===== src/rtl/mc_controller.sv =====
// mc_controller: multicycle ARM-subset control FSM with memory
// handshake, stall timeout and illegal-instruction trap.
module mc_controller #(
  parameter int ALUCTRL_W = 3,
  parameter int TIMEOUT   = 16
) (
  input  logic                 clk,
  input  logic                 reset,
  input  logic [19:0]          Instr,
  input  logic [3:0]           ALUFlags,
  input  logic                 mem_ready,
  output logic                 PCWrite,
  output logic                 MemWrite,
  output logic                 RegWrite,
  output logic                 IRWrite,
  output logic                 AdrSrc,
  output logic [1:0]           RegSrc,
  output logic [1:0]           ALUSrcA,
  output logic [1:0]           ALUSrcB,
  output logic [1:0]           ResultSrc,
  output logic [1:0]           ImmSrc,
  output logic [ALUCTRL_W-1:0] ALUControl,
  output logic                 fault,
  output logic [3:0]           state_o
);

  localparam int CNT_W = (TIMEOUT < 2) ? 1 : $clog2(TIMEOUT + 1);

  typedef enum logic [3:0] {
    FETCH  = 4'd0,
    DECODE = 4'd1,
    MEMADR = 4'd2,
    MEMRD  = 4'd3,
    MEMWB  = 4'd4,
    MEMWR  = 4'd5,
    EXECR  = 4'd6,
    EXECI  = 4'd7,
    ALUWB  = 4'd8,
    BRANCH = 4'd9,
    FAULT  = 4'd15
  } state_e;

  state_e           state_q, state_d;
  logic [3:0]       flags_q, flags_d;
  logic             condex_q, condex_d;
  logic [CNT_W-1:0] cnt_q, cnt_d;

  logic [3:0] cond;
  logic [1:0] op;
  logic [5:0] funct;
  logic [3:0] cmd;
  logic       sbit, rd15;
  logic       unused_rn;

  assign cond      = Instr[19:16];
  assign op        = Instr[15:14];
  assign funct     = Instr[13:8];
  assign cmd       = funct[4:1];
  assign sbit      = funct[0];
  assign rd15      = &Instr[3:0];
  assign unused_rn = ^Instr[7:4];

  logic [2:0] alu_dp;
  logic       dp_legal, is_cmp, is_arith, is_logic;

  always_comb begin
    dp_legal = 1'b1;
    alu_dp   = 3'b000;
    case (cmd)
      4'b0100:          alu_dp = 3'b000;
      4'b0010, 4'b1010: alu_dp = 3'b001;
      4'b0000:          alu_dp = 3'b010;
      4'b1100:          alu_dp = 3'b011;
      4'b0001:          alu_dp = 3'b100;
      4'b1101:          alu_dp = 3'b101;
      default:          dp_legal = 1'b0;
    endcase
  end

  assign is_cmp   = (cmd == 4'b1010);
  assign is_arith = (cmd == 4'b0100) | (cmd == 4'b0010);
  assign is_logic = dp_legal & ~is_arith & ~is_cmp;

  logic illegal;
  assign illegal = (op == 2'b11)
                 | ((op == 2'b00) & ~dp_legal)
                 | ((op == 2'b01) & funct[5])
                 | ((op == 2'b10) & funct[4]);

  logic n, z, c, v, condex;
  assign {n, z, c, v} = flags_q;

  always_comb begin
    condex = 1'b0;
    case (cond)
      4'b0000: condex = z;
      4'b0001: condex = ~z;
      4'b0010: condex = c;
      4'b0011: condex = ~c;
      4'b0100: condex = n;
      4'b0101: condex = ~n;
      4'b0110: condex = v;
      4'b0111: condex = ~v;
      4'b1000: condex = c & ~z;
      4'b1001: condex = ~c | z;
      4'b1010: condex = (n == v);
      4'b1011: condex = (n != v);
      4'b1100: condex = ~z & (n == v);
      4'b1101: condex = z | (n != v);
      4'b1110: condex = 1'b1;
      default: condex = 1'b0;
    endcase
  end

  logic is_wait, stall, tmo;
  assign is_wait = (state_q == FETCH) | (state_q == MEMRD)
                 | (state_q == MEMWR);
  assign stall   = is_wait & ~mem_ready;
  assign tmo     = (TIMEOUT != 0) && stall
                && (cnt_q == CNT_W'(TIMEOUT - 1));
  assign cnt_d   = (stall && !tmo) ? cnt_q + 1'b1 : '0;

  assign condex_d = (state_q == DECODE) ? condex : condex_q;

  // Only executed ALU ops touch the flags; logic ops keep C and V.
  always_comb begin
    flags_d = flags_q;
    if ((state_q == EXECR || state_q == EXECI) && condex_q) begin
      if (is_cmp || (sbit && is_arith))
        flags_d = ALUFlags;
      else if (sbit && is_logic)
        flags_d[3:2] = ALUFlags[3:2];
    end
  end

  always_ff @(posedge clk or negedge reset) begin
    if (!reset) begin
      state_q  <= FETCH;
      flags_q  <= '0;
      condex_q <= 1'b0;
      cnt_q    <= '0;
    end else begin
      state_q  <= state_d;
      flags_q  <= flags_d;
      condex_q <= condex_d;
      cnt_q    <= cnt_d;
    end
  end

  logic       pc_w, mem_w, reg_w, ir_w, adr, flt;
  logic [1:0] sel_a, sel_b, sel_res;
  logic [2:0] alu3;

  always_comb begin
    state_d = state_q;
    pc_w    = 1'b0;
    mem_w   = 1'b0;
    reg_w   = 1'b0;
    ir_w    = 1'b0;
    adr     = 1'b0;
    flt     = 1'b0;
    sel_a   = 2'b00;
    sel_b   = 2'b00;
    sel_res = 2'b00;
    alu3    = 3'b000;
    case (state_q)
      FETCH: begin
        sel_a   = 2'b01;
        sel_b   = 2'b10;
        sel_res = 2'b10;
        ir_w    = mem_ready;
        pc_w    = mem_ready;
        if (mem_ready)  state_d = DECODE;
        else if (tmo)   state_d = FAULT;
      end
      DECODE: begin
        sel_a   = 2'b01;
        sel_b   = 2'b10;
        sel_res = 2'b10;
        if (!condex)            state_d = FETCH;
        else if (illegal)       state_d = FAULT;
        else if (op == 2'b00)   state_d = funct[5] ? EXECI : EXECR;
        else if (op == 2'b01)   state_d = MEMADR;
        else                    state_d = BRANCH;
      end
      MEMADR: begin
        sel_b   = 2'b01;
        state_d = funct[0] ? MEMRD : MEMWR;
      end
      MEMRD: begin
        adr = 1'b1;
        if (mem_ready)  state_d = MEMWB;
        else if (tmo)   state_d = FAULT;
      end
      MEMWB: begin
        sel_res = 2'b01;
        reg_w   = 1'b1;
        pc_w    = rd15;
        state_d = FETCH;
      end
      MEMWR: begin
        adr   = 1'b1;
        mem_w = 1'b1;
        if (mem_ready)  state_d = FETCH;
        else if (tmo)   state_d = FAULT;
      end
      EXECR, EXECI: begin
        sel_b   = (state_q == EXECI) ? 2'b01 : 2'b00;
        alu3    = alu_dp;
        state_d = is_cmp ? FETCH : ALUWB;
      end
      ALUWB: begin
        reg_w   = 1'b1;
        pc_w    = rd15;
        state_d = FETCH;
      end
      BRANCH: begin
        sel_a   = 2'b10;
        sel_b   = 2'b01;
        sel_res = 2'b10;
        pc_w    = 1'b1;
        state_d = FETCH;
      end
      FAULT:   flt = 1'b1;
      default: state_d = FAULT;
    endcase
  end

  // Enables are gated by reset so nothing writes while it is held.
  assign PCWrite    = pc_w & reset;
  assign MemWrite   = mem_w & reset;
  assign RegWrite   = reg_w & reset;
  assign IRWrite    = ir_w & reset;
  assign AdrSrc     = adr;
  assign ALUSrcA    = sel_a;
  assign ALUSrcB    = sel_b;
  assign ResultSrc  = sel_res;
  assign ALUControl = ALUCTRL_W'(alu3);
  assign fault      = flt;
  assign state_o    = state_q;
  assign ImmSrc     = op;
  assign RegSrc     = {(op == 2'b01) & ~funct[0], (op == 2'b10)};

endmodule

===== config.mk =====
export PLATFORM = sky130hd
export DESIGN_NAME = mc_controller
export DESIGN_NICKNAME = d
export VERILOG_FILES = /design/src/rtl/mc_controller.sv
export SDC_FILE = /design/constraint.sdc
export NUM_CORES = 1
export LEC_CHECK = 0
export CAP_MARGIN = 0
export CORE_ASPECT_RATIO = 1.2
export CORE_MARGIN = 5
export CORE_UTILIZATION = 37
export DETAILED_ROUTE_END_ITERATION = 16
export PLACE_DENSITY = 0.72
export SYNTH_ARGS = -nofsm -noshare
export SYNTH_HDL_FRONTEND = slang
export SYNTH_SLANG_ARGS = --single-unit
export TNS_END_PERCENT = 5

===== constraint.sdc =====
create_clock -name clk -period 5.5 [get_ports clk]
set_input_delay 1.1 -clock clk [delete_from_list [all_inputs] [get_ports clk]]
set_output_delay 1.1 -clock clk [all_outputs]
set_load 0.005 [all_outputs]

# --- After elaboration in Yosys (flattened, before gate mapping) ---
# Index checks and enable logic that the tools add are counted.
word_totals:
  word_cells: 126
  in_bits: 27
  out_inout_bits: 23
  reg_bits: 14
op_classes:
  n_eq_ne: 36
  n_addsub: 1
  reduce_logical: 25
  bitwise_logic: 30
  mux: 29
ops:
  columns: ["op", "n"]
  rows:
  - ["$eq A4 B4 Y1 const B", 13]
  - ["$eq A4 B3 Y1 const B", 9]
  - ["$mux W4", 9]
  - ["$pmux W4 S8", 1]
  - ["$eq A4 B2 Y1 const B", 5]
  - ["$pmux W1 S15", 1]
  - ["$pmux W3 S5", 1]
  - ["$and A1 B1 Y1", 13]
  - ["$eq A4 B1 Y1 const B", 3]
  - ["$logic_not A4 Y1", 3]
  - ["$reduce_or A2 Y1", 6]
  - ["$not A1 Y1", 9]
  - ["$mux W1", 8]
  - ["$or A1 B1 Y1", 8]
  - ["$pmux W2 S2", 2]
  - ["$reduce_or A7 Y1", 1]
  - ["$mux W3", 2]
  - ["$pmux W2 S3", 1]
  - ["$reduce_or A3 Y1", 2]
  - ["$add A5 B1 Y5 const B", 1]
  - ["$eq A5 B4 Y1 const B", 1]
  - ["$logic_and A1 B1 Y1", 5]
  - ["$mux W5", 1]
  - ["$eq A2 B2 Y1 const B", 2]
  - ["other kinds (11)", 14]

# --- Logic depth before layout (Yosys ltp) ---
# Gate-level depths: netlist of run 1.
depth:
  depth_word: 11
  mapped_depth: 8
  ltp_nobuf: 8

# --- Least setup slack after synthesis of run 1 ---
# Ideal clock, no wire load.
synth_timing:
  path_type: "input to output"
  from: "in mem_ready"
  to: "out PCWrite"
  path_slack_ns: 2.476
  cell_stages: 4
  t_required_ns: 4.400
  arrival_time_ns: 1.924
  path_buffers: 1
  cell_sequence: "clkbuf_1 -> mux2i_1 -> o32a_1 -> nor3b_1"
synth_via:
  elab_chain_cells: 2
synth_lines:
  columns: ["element", "line", "text"]
  rows:
  - ["start, declared", "11", "input logic mem_ready,"]
  - ["$pmux W1 S3", "166", "case (state_q)"]
  - ["$and A1 B1 Y1", "230", "assign PCWrite = pc_w & reset;"]
  - ["end, declared", "12", "output logic PCWrite,"]
# Every way passes these cells.

# --- Worst setup path in the final report of run 1 ---
# Same ends and word-level chain as after synthesis.

==> impl_metrics.tcl, run 1 <==
set metrics [dict create \
    yosysMostFrequentCell "nor2_1" \
    p_leak_uw 0.000691 \
    path_class "primary input to output pin" \
    fin_cells 246 \
    outcome "finished, final reports clean" \
    post-route-period-util_pct 72.4 \
    io_pins 50 \
    place_congestion 0.767 \
    cts_buffer_depth 2 \
    fin_nets 239 \
    cp_max_fo 9 \
    vias_per_cell 5.42 \
    startpoint_type "primary input" \
    die_w_um 64.1 \
    grt_start_max_net_pins 21 \
    cp_data_arrival_time_ns 2.88 \
    start_util_pct 38.5 \
    finalClockSkew_ns 0.00361 \
    pwr_density_cell_nw_per_um2 142 \
    yosys_warnings 0 \
    finalSetupViolations 0 \
    max_freq_ghz 0.251 \
    cts.sinks 14 \
    cts_made_buffers 3 \
    synth_top_area_cell "dfrtp_1" \
    diodes 0 \
    placed_cells 242 \
    wl_met1_um 1460 \
    grt_first_pass_wirelength_um 5670 \
    synth_edf_count 0 \
    place_hpwl_um 2630 \
    drc_errors 0 \
    row_count 23 \
    wl_per_cell_um 13.8 \
    track_usage_pct 14.6 \
    async_reset_ff_share_pct 100 \
    htreeDepth 1 \
    final_layout_size_suffix_gt1_share_pct 8.61 \
    min_path_type "register to register" \
    wl_met2_um 1730 \
    setup-tns-final_ns 0 \
    end_kind "output pin" \
    synth-seq-cells 14 \
    die_area_sq_um 4800 \
    cts_resized 0 \
    wl_met3_um 175 \
    grt_pass1_vias 1272 \
    post_cts_buffers 0 \
    critical_path_required_ns 4.40 \
    netlist_area_sq_um 1300 \
    ys.flop_type "dfrtp_1" \
    die_h_um 74.9 \
    core_area_sq_um 3370 \
    cts_root_buffer "clkbuf_8" \
    netlist_instances 173 \
    synth_area_leaders "dfrtp_1, nor2_1, o21ai_0, nand2_1, mux2_2" \
    slew-limit-headroom_pct 51.7 \
    tightestPinTransition_ns 0.715 \
    synth_cell_types 45 \
    ctsHoldBuffers 0 \
    drt_iter0_drc 58 \
    slew_violations 0 \
    dr.pass1.iters 4 \
    cap_violations 0 \
    clock_latency_ns 0.24 \
    grt_setup_unrepaired "false" \
    netlist_top_cells_count "nor2_1, nand2_1, o21ai_0, dfrtp_1, clkbuf_1" \
    final-hold-violation-count 0 \
    ir_drop_v 0.000155 \
    antenna_found_initial 0 \
    cts.clk_slew.worst_paths_ns 0.06 \
    ant_nets 0 \
    routed-via-count 1334 \
    routed.top_layer "met4" \
    yosysSeqAreaShare_pct 27.0 \
    overflow 0 \
    drt-total-wl_um 3400 \
    syn_to_final_growth_pct 37.8 \
    synth_top_area_share_pct 27.0 \
    syn_area_per_cell_sq_um 7.50 \
    fin_crit_ns 3.98 \
    cts_tree "built" \
    synth_nets 202 \
    finish.utilization_pct 53.1 \
    io_buffers 45 \
]
-- cells in the final DEF, fill, tap and decap left out, drive strengths merged, types with 2 or more instances in the layout --
cell / instances
nor3: 9
clkbuf: 4
nand3b: 4
o21ai: 15
o22ai: 2
nand3: 3
dfrtp: 14
and2: 3
clkdlybuf4s50: 45
o311ai: 2
nand2: 17
mux2: 5
ha: 2
a21oi: 5
xor2: 2
or4b: 2
nand2b: 6
xnor2: 3
mux2i: 2
a211oi: 2
o32ai: 2
inv: 7
nor2: 25
a31oi: 3
nand4b: 2
nor3b: 2
and3: 4
nor2b: 3
-- worst max-delay path, stage by stage --
cell and delay [ns]:
clkdlybuf4s50_1 0.65, mux2i_1 0.12, o32a_1 0.30, nor3b_1 0.18, clkdlybuf4s50_1 0.53
-- through the flow --
step	area, sq um	setup WS, ns	hold WS (ns)	power (uW)
2_1_floorplan	1300	2.48	0.433	131
3_3_place_gp	1730	1.51	0.450	156
6_report	1790	1.52	0.467	253
5_1_grt	1790	1.38	0.498	269
4_1_cts	1790	1.51	0.474	257
3_5_place_dp	1730	1.52	0.458	156
-- flip-flops by register name, indices dropped and copies added (netlist names) --
register  count
cnt_q         5
condex_q      1
flags_q       4
state_o       4
-- kinds of logic after synthesis --
family	share of synthesized area [%]
compound gates	20.3
xor+xnor	3.38
fa+ha+maj	1.93
buf+inv	7.33
flops	27.0
mux	5.88
simple gates	34.2
-- metal layers --
layer,vias up,global-route usage (%)
met5,-,0
met2,32,26.3
met1,611,17.4
li1,687,-
met3,4,2.84
met4,0,4.85
-- where the power goes --
group          switching (uW)  internal [uW]  leakage (uW)
Combinational            20.6           27.4      0.000494
Sequential               2.01            104      0.000168
Clock                    35.4           63.4     0.0000288
-- cell type report --
cell class | count | area, sq um
fill | 325 | 1580
multi-input combinational | 138 | 852
timing repair buffer | 46 | 458
sequential | 14 | 350
clock buffer | 4 | 55.1
tap | 37 | 46.3
inverter | 7 | 26.3
-- worst paths after layout --
path	startpoint	to	slack, ns	cells past startpoint
setup / recovery	mem_ready	PCWrite	1.52	5
setup reg to reg	cnt_q[0]	state_o[2]	3.42	8
max in group asynchronous	reset	flags_q[0]	4.14	2
hold reg to reg	cnt_q[0]	cnt_q[0]	0.47	1
hold / removal	cnt_q[0]	cnt_q[0]	0.47	1
min in group asynchronous	reset	state_o[2]	1.17	2
Note: power is estimated with default switching activity, not from simulation.
==> run 2, diff against run 1 <==
Settings changed: PLACE_DENSITY 0.72 to 0.75.
Clock period 5.5 ns to 3.5 ns, I/O delays scaled along.
==> run 2 against run 1 <==
First-iteration DRC count down 45%. Sequential power up 58%. Clock power up 59%. Utilization up 0.22 points. Worst setup slack worse by 1.2 ns. Critical path depth up 1. Clock-buffer cell count unchanged. Final cell count up 0.41%. Sequential share of layout area down 0.082 points. Final area up 0.42%. Total power up 58%. Largest cell class unchanged. Largest power group unchanged.
==> impl_metrics.tcl, run 2 (synthesis gave the netlist of run 1 again) <==
set metrics [dict create \
    pwr_density_cell_nw_per_um2 223 \
    ctsHoldBuffers 0 \
    core_area_sq_um 3370 \
    largest_reg_flops 5 \
    startpoint_type "primary input" \
    antenna_found_initial 0 \
    p_leak_uw 0.000696 \
    grt_first_pass_wirelength_um 5420 \
    p_sw_share_pct 23.1 \
    finalClockSkew_ns 0.00456 \
    post-route-period-util_pct 90.4 \
    io_buffers 45 \
    hold_ws_ns 0.465 \
    cts.clk_slew.worst_paths_ns 0.05 \
    cts_made_buffers 3 \
    cap_violations 0 \
    whs_path_depth 1 \
    min_path_type "register to register" \
    tightestPinTransition_ns 0.669 \
    cts_buffer_depth 2 \
    die_h_um 74.9 \
    hold_path_end "cnt_q[0]" \
    clkPwrFrac_pct 39.2 \
    dr.pass1.iters 4 \
    setup-tns-final_ns 0 \
    start_util_pct 38.5 \
    ant_nets 0 \
    cts_resized 0 \
    rr_worst_depth 8 \
    grt_pass1_vias 1286 \
    grt_setup_unrepaired "false" \
    overflow 0 \
    drt-total-wl_um 3280 \
    cp_max_fo 2 \
    vias_per_cell 5.53 \
    finish.utilization_pct 53.3 \
    diodes 0 \
    cts_root_buffer "clkbuf_8" \
    final_common_cell "clkdlybuf4s50_1" \
    final-hold-violation-count 0 \
    routed-via-count 1367 \
    place_hpwl_um 2640 \
    grt_start_max_net_pins 21 \
    rr_startpoint "cnt_q[0]" \
    drt_iter0_drc 32 \
    top_register "cnt_q" \
    holdCritStartpoint "cnt_q[0]" \
    finalSetupViolations 0 \
    max_freq_ghz 0.316 \
    io_pins 50 \
    end_kind "output pin" \
    track_usage_pct 13.7 \
    slew-limit-headroom_pct 54.9 \
    combPwrFrac_pct 19.0 \
    cp_data_arrival_time_ns 2.46 \
    slew_violations 0 \
    placed_area_sq_um 1740 \
    p_sw_uw 92.5 \
    path_class "primary input to output pin" \
    r2r_setup_slack_ns 1.38 \
    worstReg2RegEnd "state_o[2]" \
    critical_path_required_ns 2.80 \
    htreeDepth 1 \
    mostFrequentLayoutCells "clkdlybuf4s50_1, nor2_1, nand2_1" \
    clock_latency_ns 0.25 \
    fill_cells 329 \
    place_congestion 0.799 \
    die_area_sq_um 4800 \
    final_layout_size_suffix_gt1_share_pct 9.05 \
    p_int_uw 307 \
    postLayoutCellArea_sq_um 1800 \
    cts.sinks 14 \
    seq_power_share_pct 41.8 \
    ir_drop_v 0.000240 \
    outcome "finished, final reports clean" \
    fin_nets 240 \
    syn_to_final_growth_pct 38.4 \
    post_cts_buffers 0 \
    row_count 23 \
    drc_errors 0 \
    fin_crit_ns 3.16 \
    cts_tree "built" \
    wl_per_cell_um 13.3 \
    die_w_um 64.1 \
]
## run 2: worst max-delay path by stage
stage,start,end,cells past startpoint
floorplan,mem_ready,PCWrite,4
global placement,Instr[2],PCWrite,6
detailed placement,Instr[2],PCWrite,6
CTS,Instr[2],PCWrite,6
global route,Instr[2],PCWrite,6
finish,Instr[2],PCWrite,6
## run 2: metal layers
metal,vias up,share of wire (%),track usage (%)
met3,7,5.4,2.54
met4,0,1.9,5.08
met2,34,49,24.4
met1,631,44,16.3
met5,-,0,0
li1,695,-,-
## run 2: stage by stage
step                      cells  total power (uW)  worst slack, ns
final                       247               400            0.337
after global routing        247               420            0.233
after CTS                   247               405            0.319
after detailed placement    243               246            0.332
after global placement      243               245            0.355
after floorplan             173               206             1.28
## run 2: final cells by class
class                   instances  area (sq um)  area share (%)
clock buffers                   4          55.1            3.07
inverters                       7          26.3            1.46
multi-input cells             138           852            47.5
flip-flops and latches         14           350            19.5
well taps                      37          46.3            2.58
repair buffers                 47           465            25.9
## run 2: worst max-delay path: stages
cell and delay (ns):
clkdlybuf4s50_1 0.44, and4_1 0.22, mux2i_1 0.08, o32a_1 0.29, nor3b_1 0.19, clkdlybuf4s50_1 0.54
## run 2: power by group through the flow
stage               Sequential [uW]  Combinational (uW)  Clock [uW]
floorplan                       169                37.1           0
global placement                170                75.5           0
detailed placement              170                76.3           0
CTS                             167                76.4         162
global route                    167                83.9         169
finish                          167                75.9         157
==> run 3, diff against run 2 <==
--- a/config.mk
+++ b/config.mk
@@ -10,5 +10,5 @@
 export CORE_MARGIN = 5
-export CORE_UTILIZATION = 37
+export CORE_UTILIZATION = 35
 export DETAILED_ROUTE_END_ITERATION = 16
-export PLACE_DENSITY = 0.75
+export PLACE_DENSITY = 0.72
 export SYNTH_ARGS = -nofsm -noshare
--- a/constraint.sdc
+++ b/constraint.sdc
@@ -3,2 +3,2 @@
 set_output_delay 0.7 -clock clk [all_outputs]
-set_load 0.005 [all_outputs]
+set_load 0.02 [all_outputs]
==> run 3 against run 2 <==
Hold slack got worse by 0.0045 ns. Global-route usage rose by 0.54 points. Register-to-register slack improved by 0.02 ns. Clock-buffer cell count fell by 1. Final area fell by 0.63%. Combinational power rose by 4.1%. Total power fell by 6.2%. Non-clock buffer count did not move. Sequential share of layout area rose by 0.12 points. Die area rose by 4.9%. Clock power fell by 18%. Highest routed layer unchanged.
==> impl_metrics.tcl, run 3 (synthesis gave the netlist of run 1 again) <==
set metrics [dict create \
    outcome "finished, final reports clean" \
    rr_startpoint "cnt_q[0]" \
    io_buffers 45 \
    max_freq_ghz 0.309 \
    largest_reg_flops 5 \
    diodes 0 \
    crit_top_cell "clkdlybuf4s50_1" \
    cts.clk_slew.worst_paths_ns 0.05 \
    cp_cell_sequence "clkdlybuf4s50_1, and4_1, mux2i_1, o32a_1, nor3b_1, clkdlybuf4s50_1" \
    cap_violations 0 \
    pwr_density_cell_nw_per_um2 210 \
    mostFrequentLayoutCells "clkdlybuf4s50_1, nor2_1, nand2_1" \
    die_h_um 76.7 \
    place_hpwl_um 2640 \
    ant_nets 0 \
    met2_usage_pct 23.4 \
    slew_violations 0 \
    cts_tree "built" \
    final-hold-violation-count 0 \
    finalClockSkew_ns 0.00242 \
    die_w_um 65.6 \
    cp_data_arrival_time_ns 2.54 \
    wl_per_cell_um 13.5 \
    slew-limit-headroom_pct 50.3 \
    fin_crit_ns 3.24 \
    vias_per_cell 5.42 \
    whs_path_depth 1 \
    antenna_found_initial 0 \
    drt_iter0_drc 76 \
    core_area_sq_um 3600 \
    track_usage_pct 14.2 \
    hold_path_end "cnt_q[0]" \
    finalSetupViolations 0 \
    grt_setup_unrepaired "false" \
    end_kind "output pin" \
    p_leak_uw 0.000689 \
    path_class "primary input to output pin" \
    startpoint_type "primary input" \
    syn_to_final_growth_pct 37.5 \
    grt_start_max_net_pins 21 \
    cts_buffer_depth 2 \
    final_layout_size_suffix_gt1_share_pct 8.61 \
    die_area_sq_um 5030 \
    cts_resized 0 \
    grt_first_pass_wirelength_um 5870 \
    place_congestion 0.830 \
    cp_max_fo 2 \
    post-route-period-util_pct 92.6 \
    overflow 0 \
    fill_cells 369 \
    rr_worst_depth 8 \
    cts.sinks 14 \
    ctsHoldBuffers 0 \
    clock_latency_ns 0.24 \
    ir_drop_v 0.000170 \
    top_register "cnt_q" \
    drt-total-wl_um 3350 \
    drc_errors 0 \
    grt_pass1_vias 1309 \
    crit_slowest_cell "clkdlybuf4s50_1" \
    htreeDepth 1 \
    met3_usage_pct 2.19 \
    holdCritStartpoint "cnt_q[0]" \
    cts_root_buffer "clkbuf_8" \
    worst-path-buf-inv 2 \
    critical_path_required_ns 2.80 \
    start_util_pct 36.0 \
    cts_made_buffers 3 \
    fin_nets 240 \
    finish.utilization_pct 49.5 \
    min_path_type "register to register" \
    worstReg2RegEnd "state_o[2]" \
    post_cts_buffers 0 \
    setup-tns-final_ns 0 \
    crit_family "buffers and inverters" \
    final_common_cell "clkdlybuf4s50_1" \
    top_usage_layer "met2" \
    critPathMaxStageDelay_ns 0.64 \
    tightestPinTransition_ns 0.736 \
    row_count 24 \
    dr.pass1.iters 4 \
    routed-via-count 1343 \
    r2r_setup_slack_ns 1.40 \
    use_met1_pct 18.6 \
    io_pins 50 \
]
-- run 3: cell types whose count changed in the layout (fill, tap and decap cells not counted) --
cell      delta
clkbuf_8     -1
-- run 3: through the flow --
step / hold WS [ns] / instances / power (uW) / worst slack (ns) / cell area (sq um)
after floorplan: 0.404 / 173 / 209 / 0.924 / 1300
after global placement: 0.449 / 245 / 248 / 0.263 / 1740
after detailed placement: 0.457 / 245 / 249 / 0.262 / 1740
after CTS: 0.468 / 248 / 381 / 0.253 / 1780
after global routing: 0.479 / 248 / 396 / 0.129 / 1780
final: 0.460 / 248 / 375 / 0.259 / 1780
-- run 3: metal layers --
metal	part of all wire [%]	wire length, um
met1	44	1490
met2	49	1650
met3	4.2	140
met4	2.2	72
met5	0	0
-- run 3: worst register-to-register path, cell delays in order, from the launching register on --
cell     delay [ns]
dfrtp_1        0.36
ha_1           0.20
and3_1         0.17
ha_1           0.23
or4b_2         0.62
nor2_1         0.11
a21oi_1        0.05
o211a_1        0.23
o31ai_2        0.05
-- run 3: power by group --
part           internal, uW  switching (uW)
sequential              164            3.02
combinational          43.8            35.2
clock                  76.1            53.0
-- run 3: cell type report --
cell class,instances,area [sq um],share of cell area (%)
multi-input combinational,138,852,47.8
timing repair buffer,47,465,26.1
sequential,14,350,19.6
tap,39,48.8,2.73
clock buffer,3,41.3,2.31
inverter,7,26.3,1.47
-- run 3: worst max path at each step --
stage / startpoint / to / slack [ns] / cells past startpoint
floorplan: state_o[1] / ALUControl[2] / 0.92 / 4
global placement: Instr[2] / PCWrite / 0.26 / 6
detailed placement: Instr[2] / PCWrite / 0.26 / 6
CTS: Instr[2] / PCWrite / 0.25 / 6
global route: Instr[2] / PCWrite / 0.13 / 6
finish: Instr[2] / PCWrite / 0.26 / 6
